### src/rtl/register_file.sv
// register_file: 32 x 32-bit general-purpose register file.
//   Two independent combinational read ports, one synchronous write port.
//   Every index, including 0, is an ordinary writable register.
//
// Ports:
//   clk              in   1   rising-edge write clock
//   rst              in   1   asynchronous active-low reset; clears all registers
//   readReg_1        in   5   read port 1 index
//   readReg_2        in   5   read port 2 index
//   writeReg         in   5   write port index
//   writeData        in   32  write data
//   control_RegWrite in   1   write enable, active-high
//   readData1        out  32  contents of register readReg_1 (combinational)
//   readData2        out  32  contents of register readReg_2 (combinational)
module register_file (
  input  logic        clk,
  input  logic        rst,
  input  logic [4:0]  readReg_1,
  input  logic [4:0]  readReg_2,
  input  logic [4:0]  writeReg,
  input  logic [31:0] writeData,
  input  logic        control_RegWrite,
  output logic [31:0] readData1,
  output logic [31:0] readData2
);

  localparam int unsigned DATA_W   = 32;
  localparam int unsigned NUM_REGS = 32;

  logic [DATA_W-1:0] regs [NUM_REGS];

  // Storage: async clear dominates, so writes are ignored while rst is low.
  always_ff @(posedge clk or negedge rst) begin
    if (!rst) begin
      for (int i = 0; i < int'(NUM_REGS); i++) begin
        regs[i] <= '0;
      end
    end else if (control_RegWrite) begin
      regs[writeReg] <= writeData;
    end
  end

  // Reads see stored state only; a pending write appears after its edge.
  assign readData1 = regs[readReg_1];
  assign readData2 = regs[readReg_2];

endmodule

### config.mk
export PLATFORM = sky130hd
export DESIGN_NAME = register_file
export DESIGN_NICKNAME = d
export VERILOG_FILES = /design/src/rtl/register_file.sv
export SDC_FILE = /design/constraint.sdc
export NUM_CORES = 2
export LEC_CHECK = 0
export ABC_AREA = 1
export CORE_AREA = 2 2 309 342
export DETAILED_ROUTE_END_ITERATION = 16
export DIE_AREA = 0 0 311 344
export GPL_ROUTABILITY_DRIVEN = 0
export PLACE_DENSITY = 0.7
export SLEW_MARGIN = 0
export SYNTH_ARGS = -nofsm -noshare
export SYNTH_HDL_FRONTEND = slang
export SYNTH_SLANG_ARGS = --single-unit
export TNS_END_PERCENT = 30
### constraint.sdc
create_clock -name clk -period 4.25 [get_ports clk]
set_input_delay 1.275 -clock clk [delete_from_list [all_inputs] [get_ports clk]]
set_output_delay 1.275 -clock clk [all_outputs]
set_load 0.02 [all_outputs]
==> results.yml <==
clock_tree:
  clock_tree_from_tritoncts: "done"
  tritoncts_num_sinks: 1024
  clk_pin_slew_worst_paths_ns: 0.06
  ctsHtreeMaxLevel: 3
  clock_tree.root_cell: "clkbuf_16"
  cts_max_path_buffers: 3
  holdBufCountCts: 0
  worstSkewPairLatency_ns: 0.70
  cts_inserted_buffers: 111
floorplan:
  placeableCoreArea_mm2: 0.1033
  std_cell_rows: 124
  floorplan.die.height_um: 344
  design.die.area_mm2: 0.1070
  fp.dieW_um: 311
  floorplan.initialDensity: 0.5468
  io_pins: 114
routing:
  ant_nets: 0
  routed_wirelength_mm: 220.3
  met1_length_mm: 83.46
  top_layer: "met5"
  wl_met3_mm: 25.30
  routed_wire_length_per_instance_um: 22.58
  detailedRoute.firstIterationViolations: 8864
  detail_route.first_pass.iterations: 6
  met2_wirelength_mm: 97.65
  drcViolationCount: 0
  detail_route.vias_per_cell: 6.114
  vias: 59630
timing:
  finClkSkew_ns: 0
  worst_max_slew_margin_expressed_relative_to_the_limit: 0.2135
  fin_hold_ws_ns: 0.5076
  unrepaired_setup_endpoints_after_global_routing: "yes"
  final.period_utilization: 0.9947
  finalWorstPathRequiredPeriod_ns: 4.228
  max_freq_ghz: 0.2365
  tightestPinTransition_ns: 1.180
  drv_slew: 0
  finalHoldViolCount: 0
  tns_ns: 0
  setup_viol_count_final: 0
logic_synthesis:
  synth.yosys.seq_area_share: 0.4535
  synth_seq_cells: 1024
  synthesis.yosys.warnings: 0
  syn_area_mm2: 0.05650
  synth.distinct_cells: 18
  synth_fp_nets: 8359
  avgSynthCellArea_um2: 6.800
  post_synth_inst_count: 8309
setup_path:
  timing.setup.critical_path_class: "in -> out"
  worst_r2r_src: "regs[440]"
  worst_ep_required_time_ns: 2.97
  critPathCaptureType: "output pin"
  crit_path_dat_ns: 2.95
  cp-start-kind: "input pin"
  path_max_fanout: 30
  startpoint: "readReg_2[0]"
power:
  seq_power_share: 0.439
  worst_ir_drop_vdd_uv: 404.5
  power.switching_uw: 9658
  report.power.total_uw: 30250
  p_leak_uw: 0.03228
  share_of_total_power_in_the_clock_network: 0.350
  power.density_cell_area_mw_per_mm2: 453.9
  power_report.internal_total_uw: 20600
  sw_frac_of_total: 0.3192
  p_comb_frac: 0.211
place:
  numPortBuffers: 113
  place_hpwl_mm: 129.7
global_route:
  via_count_of_the_first_global_routing_pass: 55330
  global_route.overflow_total: 0
  grt_pass1_wl_mm: 332.8
  antenna_violations_before_repair: 3
  grtUsageTotal: 0.4022
  grt_max_degree: 126
run:
  cap_viol_max_count: 0
min_path:
  timing.hold.worst.class: "reg -> reg"
  hp_start: "regs[463]"
final_layout:
  number_of_flip_flops_under_the_largest_register_name: 1024
  synthToLayoutAreaGrowth_pct: 17.97
  post_route_cells_drive_above_1_share: 0.09084
  layout.nets: 8323
  reg.largest.list: "regs x1024"
  max_flop_register: "regs"
run_status:
  result_of_the_run: "finished clean"
## area by class of cell
type | instances | area (um^2)
Sequential cell | 1024 | 25620
Clock buffer | 164 | 3332
Fill cell | 9164 | 36680
Timing Repair Buffer | 575 | 7048
Tap cell | 1386 | 1734
Antenna cell | 1 | 2.502
Clock inverter | 42 | 644.4
Inverter | 53 | 271.5
Multi-Input combinational cell | 6508 | 27990
## placed cells by master, fill, tap and decap left out, types with 27 or more instances in the layout
master,n
nand2_4,30
o21ai_0,793
a21oi_1,160
clkbuf_8,27
buf_12,165
inv_1,33
nor2_1,160
dfrtp_1,1024
nand3_1,1536
nand2_1,3735
buf_4,275
clkdlybuf4s50_1,38
clkbuf_16,121
o21ai_1,71
## synth_stat cells
| master | count | area share |
|---|---|---|
| inv_1 | 39 | 0.0026 |
| o21ai_0 | 793 | 0.070 |
| buf_2 | 106 | 0.0094 |
| nor2_1 | 160 | 0.011 |
| nand3_1 | 1536 | 0.14 |
| nor2_4 | 5 | 0.0010 |
| a21oi_1 | 160 | 0.014 |
| nor3_4 | 2 | 0.00058 |
| o21ai_1 | 71 | 0.0063 |
| nand2_1 | 3757 | 0.25 |
| nand2_2 | 14 | 0.0016 |
| inv_2 | 14 | 0.00093 |
| buf_1 | 71 | 0.0047 |
| clkbuf_1 | 537 | 0.036 |
| buf_4 | 10 | 0.0013 |
| nor3_2 | 9 | 0.0016 |
| nor3_1 | 1 | 0.000088 |
| dfrtp_1 | 1024 | 0.45 |
## power groups by stage
stage,sequential (uW),clock [uW],combinational [uW]
after CTS,13200,10600,6250
final,13300,10600,6380
after floorplan,12900,0,4200
after global routing,13500,11000,7200
after global placement,13300,0,6040
after detailed placement,13300,0,6240
## final timing paths
kind / end / slack, ns / cells past startpoint
setup / recovery: readData2[24] / 0.02 / 12
hold / removal: regs[463] / 0.51 / 2
setup reg to reg: regs[440] / 3.47 / 2
hold reg to reg: regs[463] / 0.51 / 2
max in group asynchronous: regs[275] / 2.57 / 2
min in group asynchronous: regs[918] / 0.54 / 1
## stage by stage
stage,util,area (um^2),cells,setup WS (ns)
6_report,0.6450,66650,9753,0.02236
5_1_grt,0.6450,66650,9752,-0.05552
4_1_cts,0.6408,66210,9739,-0.1985
3_5_place_dp,0.6011,62110,9531,-0.2489
3_3_place_gp,0.6011,62110,9531,-0.2309
2_1_floorplan,-,56500,8309,0.3824
## cell families after synthesis
group / count (synthesis) / share of synthesized area
AOI/OAI and AO/OA: 1024 / 0.09071
buffers and inverters: 777 / 0.05463
DFF: 1024 / 0.4535
and+or+nand+nor: 5484 / 0.4011
## what timing repair did
action                                  in CTS  in global routing
cloned                                       2                  6
endpoints found under the hold margin        0                  0
setup buffers                                0                  7
endpoints found under the setup margin      56                 55
gates resized for setup                     68                 86
## routing by layer
| metal | global-route usage | vias up |
|---|---|---|
| met5 | 0 | - |
| met1 | 0.5240 | 27830 |
| met4 | 0.2398 | 6 |
| met2 | 0.6293 | 4035 |
| li1 | - | 26950 |
| met3 | 0.07636 | 816 |
## worst max-delay path: stages
cell           delay [ns]
buf_16               0.16
buf_12               0.24
buf_12               0.21
nand2_1              0.07
nand3_1              0.09
nand3_1              0.07
nand2_1              0.08
nand2_1              0.07
nand2_1              0.07
nand2_1              0.05
nand2_1              0.12
dlygate4sd2_1        0.39
Note: power is estimated with default switching activity, not from simulation.
